===== config.mk =====
export PLATFORM = sky130hd
export DESIGN_NAME = sd_cmd_phy_gen2
export DESIGN_NICKNAME = d
export VERILOG_FILES = /design/src/rtl/sd_cmd_phy_pkg.sv /design/src/rtl/sd_crc7.sv /design/src/rtl/sd_cmd_phy_gen2.sv
export SDC_FILE = /design/constraint.sdc
export NUM_CORES = 1
export LEC_CHECK = 0
export CORE_MARGIN = 3
export CORE_UTILIZATION = 54
export CTS_CLUSTER_SIZE = 28
export DETAILED_ROUTE_END_ITERATION = 7
export PLACE_DENSITY = 0.87
export SLEW_MARGIN = 10
export SYNTH_ARGS = -nofsm -noshare
export SYNTH_HDL_FRONTEND = slang
export SYNTH_SLANG_ARGS = --single-unit

===== constraint.sdc =====
create_clock -name sd_clock -period 4.7 [get_ports sd_clock]
set_input_delay 0.94 -clock sd_clock [delete_from_list [all_inputs] [get_ports sd_clock]]
set_output_delay 0.94 -clock sd_clock [all_outputs]
set_load 0.005 [all_outputs]

===== src/rtl/sd_cmd_phy_pkg.sv =====
// Shared definitions for the SD command-line PHY.
//   state_t    : controller states
//   resp_t     : response-type encodings presented on resp_type
//   CRC7_POLY  : x^7 + x^3 + 1, with the x^7 term implicit
package sd_cmd_phy_pkg;

  typedef enum logic [2:0] {
    ST_IDLE,
    ST_SEND,
    ST_TURN,
    ST_WAIT_RESP,
    ST_RECEIVE,
    ST_DONE
  } state_t;

  typedef enum logic [1:0] {
    RESP_NONE        = 2'b00,
    RESP_SHORT       = 2'b01,
    RESP_LONG        = 2'b10,
    RESP_SHORT_NOCRC = 2'b11
  } resp_t;

  localparam logic [6:0] CRC7_POLY = 7'h09;

endpackage


===== src/rtl/sd_crc7.sv =====
// Serial CRC7 generator, one bit per clock, MSB of the message first.
//   clk, rst_n : clock and asynchronous active-low reset
//   clear      : zero the remainder (takes priority over enable)
//   enable     : fold data_in into the remainder this cycle
//   data_in    : message bit
//   crc_out    : current 7-bit remainder
module sd_crc7
  import sd_cmd_phy_pkg::*;
(
  input  logic       clk,
  input  logic       rst_n,
  input  logic       clear,
  input  logic       enable,
  input  logic       data_in,
  output logic [6:0] crc_out
);

  logic feedback;

  assign feedback = data_in ^ crc_out[6];

  always_ff @(posedge clk or negedge rst_n) begin
    if (!rst_n) begin
      crc_out <= '0;
    end else if (clear) begin
      crc_out <= '0;
    end else if (enable) begin
      crc_out <= {crc_out[5:0], 1'b0} ^ (feedback ? CRC7_POLY : 7'h00);
    end
  end

endmodule


===== src/rtl/sd_cmd_phy_gen2.sv =====
// SD command-line PHY: serialises a 48-bit command with generated CRC7 and
// end bit, then receives a none/short/long response, checking CRC7, end bit
// and a start-bit timeout.
// Build option: define SD_CMD_PHY_CRC_CHECK_EN to include the response CRC7
// checker; without it crc_error is tied low.
// Ports:
//   sd_clock, reset   : clock, asynchronous active-low reset
//   strobe_in/ack_out : host command request / one-cycle acceptance pulse
//   cmd_to_send       : start, direction, index and argument bits
//   resp_type         : expected response type (see resp_t)
//   strobe_out/ack_in : result valid (held) / host consumed it
//   idle_in           : synchronous abort to IDLE, highest priority
//   response          : received frame, right-aligned
//   crc_error, end_bit_error, command_timeout : response status flags
//   busy              : not in IDLE
//   cmd_out/cmd_oe/cmd_in : CMD pad data out, output enable, data in
module sd_cmd_phy_gen2
  import sd_cmd_phy_pkg::*;
#(
  parameter int CMD_W          = 48,
  parameter int SHORT_RESP_W   = 48,
  parameter int LONG_RESP_W    = 136,
  parameter int TIMEOUT_CYCLES = 64,
  parameter int TURNAROUND     = 2
) (
  input  logic                   sd_clock,
  input  logic                   reset,
  input  logic                   strobe_in,
  input  logic                   ack_in,
  input  logic                   idle_in,
  input  logic [CMD_W-9:0]       cmd_to_send,
  input  logic [1:0]             resp_type,
  output logic                   ack_out,
  output logic                   strobe_out,
  output logic [LONG_RESP_W-1:0] response,
  output logic                   crc_error,
  output logic                   end_bit_error,
  output logic                   command_timeout,
  output logic                   busy,
  output logic                   cmd_out,
  output logic                   cmd_oe,
  input  logic                   cmd_in
);

  localparam int CMD_BITS = CMD_W - 8;
  localparam int CNT_MAX  = (LONG_RESP_W > TIMEOUT_CYCLES) ? LONG_RESP_W : TIMEOUT_CYCLES;
  localparam int CNT_W    = $clog2(CNT_MAX + 1);

  localparam logic [CNT_W-1:0] CNT_ONE    = CNT_W'(1);
  localparam logic [CNT_W-1:0] CRC_FIRST  = CNT_W'(CMD_BITS);
  localparam logic [CNT_W-1:0] SEND_LAST  = CNT_W'(CMD_W - 1);
  localparam logic [CNT_W-1:0] TURN_LAST  = CNT_W'(TURNAROUND - 1);
  localparam logic [CNT_W-1:0] WAIT_LAST  = CNT_W'(TIMEOUT_CYCLES - 1);
  localparam logic [CNT_W-1:0] SHORT_LAST = CNT_W'(SHORT_RESP_W - 1);
  localparam logic [CNT_W-1:0] LONG_LAST  = CNT_W'(LONG_RESP_W - 1);

  state_t              state, state_nxt;
  logic [CNT_W-1:0]    cnt;
  logic [CMD_BITS-1:0] cmd_sh;
  resp_t               rtype;
  logic [6:0]          tx_crc;
  logic [2:0]          crc_idx;
  logic [CNT_W-1:0]    rx_last;
  logic                accept;
  logic                tx_crc_en;
  logic                rx_last_bit;

  assign accept      = (state == ST_IDLE) && strobe_in && !idle_in;
  assign tx_crc_en   = (state == ST_SEND) && (cnt < CRC_FIRST) && !idle_in;
  assign rx_last     = (rtype == RESP_LONG) ? LONG_LAST : SHORT_LAST;
  assign rx_last_bit = (state == ST_RECEIVE) && (cnt == rx_last);
  // CRC bits are sent MSB first: bit position CMD_BITS maps to crc[6].
  assign crc_idx     = 3'(CMD_W - 2 - int'(cnt));
  assign busy        = (state != ST_IDLE);

  sd_crc7 u_tx_crc (
    .clk     (sd_clock),
    .rst_n   (reset),
    .clear   (accept),
    .enable  (tx_crc_en),
    .data_in (cmd_sh[CMD_BITS-1]),
    .crc_out (tx_crc)
  );

  // State register. Pad controls decode from it, so an asynchronous reset
  // releases the line immediately.
  always_ff @(posedge sd_clock or negedge reset) begin
    if (!reset) begin
      state <= ST_IDLE;
    end else begin
      // NOTE: sequential state uses non-blocking assignments so every register
      // samples pre-edge values regardless of block ordering.
      state <= state_nxt;
    end
  end

  always_comb begin
    // NOTE: every output and the next state get a default first, so no path
    // through the case can leave one unassigned and infer a latch.
    state_nxt  = state;
    ack_out    = 1'b0;
    strobe_out = 1'b0;
    cmd_oe     = 1'b0;
    cmd_out    = 1'b1;
    case (state)
      ST_IDLE: begin
        if (strobe_in) begin
          ack_out   = 1'b1;
          state_nxt = ST_SEND;
        end
      end
      ST_SEND: begin
        cmd_oe = 1'b1;
        if (cnt < CRC_FIRST)      cmd_out = cmd_sh[CMD_BITS-1];
        else if (cnt < SEND_LAST) cmd_out = tx_crc[crc_idx];
        else                      cmd_out = 1'b1;
        if (cnt == SEND_LAST) state_nxt = (rtype == RESP_NONE) ? ST_DONE : ST_TURN;
      end
      ST_TURN: begin
        if (cnt == TURN_LAST) state_nxt = ST_WAIT_RESP;
      end
      ST_WAIT_RESP: begin
        // A start bit on the final wait cycle wins over the timeout.
        if (!cmd_in)                state_nxt = ST_RECEIVE;
        else if (cnt == WAIT_LAST)  state_nxt = ST_DONE;
      end
      ST_RECEIVE: begin
        if (cnt == rx_last) state_nxt = ST_DONE;
      end
      ST_DONE: begin
        strobe_out = 1'b1;
        if (ack_in) state_nxt = ST_IDLE;
      end
      default: state_nxt = ST_IDLE;
    endcase
    if (idle_in) begin
      state_nxt = ST_IDLE;
      ack_out   = 1'b0;
    end
  end

  // Datapath: cnt counts bits sent, turnaround cycles, wait cycles, or bits
  // received (start bit included), depending on the state.
  always_ff @(posedge sd_clock or negedge reset) begin
    if (!reset) begin
      cnt             <= '0;
      cmd_sh          <= '0;
      rtype           <= RESP_NONE;
      // NOTE: response is a register bank, not a memory, so it is reset like
      // any other flop to guarantee a clean zero after power-up.
      response        <= '0;
      command_timeout <= 1'b0;
      end_bit_error   <= 1'b0;
    end else if (idle_in) begin
      cnt <= '0;
    end else begin
      case (state)
        ST_IDLE: begin
          if (strobe_in) begin
            cmd_sh          <= cmd_to_send;
            rtype           <= resp_t'(resp_type);
            response        <= '0;
            command_timeout <= 1'b0;
            end_bit_error   <= 1'b0;
            cnt             <= '0;
          end
        end
        ST_SEND: begin
          cmd_sh <= cmd_sh << 1;
          cnt    <= (cnt == SEND_LAST) ? '0 : cnt + CNT_ONE;
        end
        ST_TURN: begin
          cnt <= (cnt == TURN_LAST) ? '0 : cnt + CNT_ONE;
        end
        ST_WAIT_RESP: begin
          if (!cmd_in) begin
            response <= {response[LONG_RESP_W-2:0], cmd_in};
            cnt      <= CNT_ONE;
          end else if (cnt == WAIT_LAST) begin
            command_timeout <= 1'b1;
            response        <= '0;
            cnt             <= '0;
          end else begin
            cnt <= cnt + CNT_ONE;
          end
        end
        ST_RECEIVE: begin
          response <= {response[LONG_RESP_W-2:0], cmd_in};
          if (cnt == rx_last) begin
            end_bit_error <= !cmd_in;
            cnt           <= '0;
          end else begin
            cnt <= cnt + CNT_ONE;
          end
        end
        default: ;
      endcase
    end
  end

`ifdef SD_CMD_PHY_CRC_CHECK_EN
  logic [6:0]       rx_crc;
  logic [CNT_W-1:0] rx_pos;
  logic             rx_bit;
  logic             rx_crc_en;

  // rx_pos is the index of the bit on cmd_in (start bit = 0).
  assign rx_pos = (state == ST_RECEIVE) ? cnt : '0;
  assign rx_bit = !idle_in && (((state == ST_WAIT_RESP) && !cmd_in) || (state == ST_RECEIVE));
  // Long responses skip start, direction and six reserved bits.
  assign rx_crc_en = rx_bit &&
    ((rtype == RESP_LONG) ? ((rx_pos >= CNT_W'(8)) && (rx_pos < CNT_W'(LONG_RESP_W - 8)))
                          : (rx_pos < CNT_W'(SHORT_RESP_W - 8)));

  sd_crc7 u_rx_crc (
    .clk     (sd_clock),
    .rst_n   (reset),
    .clear   (accept),
    .enable  (rx_crc_en),
    .data_in (cmd_in),
    .crc_out (rx_crc)
  );

  // On the end bit, response[6:0] still holds the seven received CRC bits.
  always_ff @(posedge sd_clock or negedge reset) begin
    if (!reset) begin
      crc_error <= 1'b0;
    end else if (accept) begin
      crc_error <= 1'b0;
    end else if (rx_last_bit && !idle_in) begin
      crc_error <= (rtype != RESP_SHORT_NOCRC) && (response[6:0] != rx_crc);
    end
  end
`else
  assign crc_error = 1'b0;
`endif

endmodule


# Word level (Yosys, flattened, before mapping)
# Index checks and enable logic that the tools add are counted.
totals:
  output_inout_bits: 144
  in_bits: 48
  elab_cells: 103
  reg_bits: 198
classes:
  bitwise_logic: 3
  magnitude_cmp: 3
  add_sub_neg: 2
  n_mux: 44
  n_eq_ne: 21
  reduce_logical: 22
ops:
  columns: ["operator", "n"]
  rows:
  - ["2-to-1 mux 136 bit", 3]
  - ["one-hot mux 136 bit (3 select lines)", 1]
  - ["one-hot mux 40 bit (2 select lines)", 1]
  - ["2-to-1 mux 8 bit", 8]
  - ["2-to-1 mux 40 bit", 1]
  - ["one-hot mux 8 bit (5 select lines)", 1]
  - ["2-to-1 mux 3 bit", 9]
  - ["one-hot mux 3 bit (6 select lines)", 1]
  - ["equality test 8 x 6 -> 1 bit, second input constant", 2]
  - ["less-than comparator 8 x 6 -> 1 bit, second input constant", 2]
  - ["2-to-1 mux 7 bit", 2]
  - ["2-to-1 mux 1 bit", 13]
  - ["!= test 3 bit, second input constant", 4]
  - ["adder 8 x 1 -> 8 bit, second input constant", 1]
  - ["equality test 8 x 1 -> 1 bit, second input constant", 1]
  - ["equality test 8 bit", 1]
  - ["AND reduction 4 bit", 2]
  - ["nonzero test 2 bit", 4]
  - ["bitwise XOR 7 bit", 1]
  - ["equality test 3 x 2 -> 1 bit, second input constant", 2]
  - ["equality test 3 bit, second input constant", 2]
  - ["!= test 2 bit, second input constant", 3]
  - ["!= test 3 x 2 -> 1 bit, second input constant", 2]
  - ["AND reduction 3 bit", 2]
  - ["other kinds (20)", 26]

# Logic depth before layout (Yosys ltp)
logic_depth:
  word_depth: 6
  depth_mapped: 9

# By module
# Synthesis repeated with hierarchy kept, for this count alone.
hier_totals:
  hier_cells: 947
  area_unflattened_um2: 8729.6
modules_own_cells:
  columns: ["module", "instances", "area_per_inst_um2", "cells_each"]
  rows:
  - ["sd_cmd_phy_gen2", 1, 8421.8, 919]
  - ["sd_crc7", 1, 307.8, 28]

# Least setup slack after synthesis
# OpenSTA, ideal clock, no wires.
synth_timing:
  path_kind: "input port to output port"
  from: "input idle_in"
  to: "output ack_out"
  required_time_ps: 3760
  setup_slack_ps: 2067
  cell_stages: 3
  t_arrival_ps: 1693
  cell_sequence: "clkbuf_1 nand2b_1 nor2_1"
synth_via:
  elab_chain_cells: 1
synth_lines:
  columns: ["element", "line", "source"]
  rows:
  - ["start: declaration", "sd_cmd_phy_gen2.sv:30", "input logic idle_in,"]
  - ["2-to-1 mux 1 bit", "sd_cmd_phy_gen2.sv:136", "if (idle_in) begin"]
  - ["end: declaration", "sd_cmd_phy_gen2.sv:33", "output logic ack_out,"]
# Every way passes these cells.

# Worst setup path in the final report
layout_timing:
  from: "register state[0]"
  to: "output cmd_out"
layout_via:
  elab_chain_cells: 2
layout_lines:
  columns: ["element", "line", "source"]
  rows:
  - ["start: declaration", "sd_cmd_phy_gen2.sv:57", "state_t state, state_nxt;"]
  - ["start signal: assignment", "sd_cmd_phy_gen2.sv:93", "state <= state_nxt;"]
  - ["equality test 3 x 1 -> 1 bit", "sd_cmd_phy_gen2.sv:105", "case (state)"]
  - ["2-to-1 mux 1 bit", "sd_cmd_phy_gen2.sv:105", null]
  - ["end: declaration", "sd_cmd_phy_gen2.sv:40", "output logic cmd_out,"]
# Every way passes these cells.

==> metrics.yaml <==
status: "finished, final reports clean"
start_util_pct: 56.1
max_freq_mhz: 270
clockRootBuffer: "clkbuf_16"
skew_ps: 9.86
met3_length_mm: 1.12
cts_tree: "done"
gp_routability_congestion: 0.892
regArea_sq_um: 4950
htreeDepth: 4
grtUsageTotal_pct: 24.6
synth_top_area_share_pct: 57.1
postCtsResizedCells: 0
postSynth.asyncResetShare_pct: 100
critical_path_peak_fanout: 15
ys_types: 57
areaGrowthSynthToFinish_pct: 30.0
placed_cell_area_sq_um: 10700
cts_made_buffers: 17
post_drt_wl_per_cell_microns: 16.1
min_from: "response[135]$_DFFE_PN0P_"
drv_cap: 0
r2r_cells: 7
arrival_ps: 2770
cts_sinks: 198
drtIter0Drc: 683
grt_pass1_vias: 6967
nets: 1144
nFillCells: 1126
io_pins: 192
yosysTopAreaCell: "dfrtp_1"
dieArea_sq_um: 17600
clock_path_buffers: 2
wl_met2_mm: 10.6
wl_met1_mm: 8.96
core_sq_um: 15500
worstMarginPinSlew_ps: 780
antenna_violating_nets_post_route: 0
final_area_sq_um: 11300
die_w_microns: 133
ys_seq_elements: 198
cts_setup_buffers: 0
hold_buffers: 0
routed_via_density: 5.50
yosysMostFrequentCell: "nand2_1"
setup_viol: 0
ys_top_cells_by_count: "nand2_1 (325), dfrtp_1 (198), nand3_1 (138)"
synth-edff-count: 0
synth.net_count: 996
multiInputGateArea_sq_um: 3450
hold_viol: 0
power.density_nw_per_um2: 425
placedCellCount: 1285
yosys-top-cells-area: "dfrtp_1 (57%), nand2_1 (14%), nand3_1 (8.0%), mux2i_1 (4.8%), o21ai_0 (3.0%)"
hp-class: "reg2reg"
dr.pass1.iters: 7
yosys_warnings: 0
slew_headroom_pct: 47.5
path_class: "reg2out"
utilization_pct: 72.9
io_buffers: 190
worst_setup_path_end_kind: "output pin"
drive_gt1_share_pct: 5.33
min_period_ps: 3710
grt_setup_unrepaired: "false"
synth_cells: 945
fin_crit_sh_pct: 78.9
grt_max_degree: 137
crit_path_start_kind: "register"
required_ps: 3760
avgSynthCellArea_sq_um: 9.19
vias: 7238
wl_mm: 21.2
routed.top_layer: "met4"
dp_hpwl_mm: 13.7
min_path_cells: 2
r2r_start: "cnt[0]$_DFFE_PN0P_"
die_h_microns: 133
path_clk_slew_ps: 70
rows: 45
insertion_delay_ps: 430
startpoint: "state[0]$_DFFE_PN0P_"
fin_cells: 1317
ys_seq_area_share_pct: 57.1
slew_violations: 0
antenna_found_initial: 0
syn_area_sq_um: 8680
drc: 0
synth_flop_cell: "dfrtp_1"
ir_drop_v: 0.000372
fin_tns_setup_ps: 0
globalRouteOverflowTotal: 0
antennaDiodeCount: 0
grt_pass1_wl_mm: 35.6
total_leakage_power_nw: 5.48
## worst paths after layout
check | endpoint | slack, ps
min in group asynchronous | cmd_sh[16]$_DFFE_PN0P_ | 560
min | response[135]$_DFFE_PN0P_ | 480
max in group asynchronous | cnt[5]$_DFFE_PN0P_ | 3140
min reg2reg | response[135]$_DFFE_PN0P_ | 480
max reg2reg | response[7]$_DFFE_PN0P_ | 1980
max | cmd_out | 990
## where the power goes
group          total [mW]  switching (mW)  internal (mW)
Clock                1.39           0.688          0.701
Combinational        1.33           0.861          0.467
Sequential           2.09           0.175           1.91
## critical path: stages, from the launching register on
cell             delay [ps]
dfrtp_1                 680
nor3b_2                 540
nand3_1                 350
nor2_1                  200
a41oi_1                  80
clkdlybuf4s50_1         500
## metal layers
metal / global-route usage (%) / vias up
met5: 0 / -
li1: - / 3453
met2: 38.3 / 224
met1: 34.3 / 3522
met3: 5.21 / 39
met4: 8.83 / 0
## cell usage in the layout (no fill, tap or decap), types with 4 or more instances in the layout
master and n:
clkdlybuf4s50_1 189, nand2_1 325, buf_4 6, dfrtp_1 198, buf_12 4, a21o_1 4, a21oi_1 12, inv_1 5
nor2_1 18, nand3_1 138, o31ai_1 6, nor3_1 8, o21ai_0 52, clkinv_4 4, clkbuf_16 17, nor2b_1 4
mux2i_1 42, and3_1 4
## cell type report
type                       instances  share of cell area [%]
sequential                       198                    43.9
tap                              211                    2.34
clock buffer                      17                    3.77
clock inverter                    15                    1.27
multi-input combinational        671                    30.6
inverter                           5                   0.166
timing repair buffer             200                    18.0
## metrics by stage
step	hold WS (ps)	setup slack, ps	total power [mW]
finish	480	994	4.80
detailed placement	464	1180	3.44
floorplan	450	2070	3.06
CTS	479	1020	4.83
global placement	452	1200	3.40
global route	505	832	5.08
## sequential cells by signal, indices dropped and copies added (netlist names)
name	flops
command_timeout	1
cnt	8
rtype	2
cmd_sh	40
end_bit_error	1
u_tx_crc.crc_out	7
response	136
state	3
## cell families (layout without fill, tap and decap cells)
family,after synthesis,count (layout),synth area share (%)
other,1,1,0.0432
and+or+nand+nor,516,516,25.6
muxes,46,46,5.49
DFF,198,198,57.1
adders and majority gates,3,3,0.432
xor gates and xnor gates,4,4,0.403
AOI/OAI and AO/OA,101,101,7.25
buffers and inverters,76,237,3.75
Power figures use the tool's default switching activity.
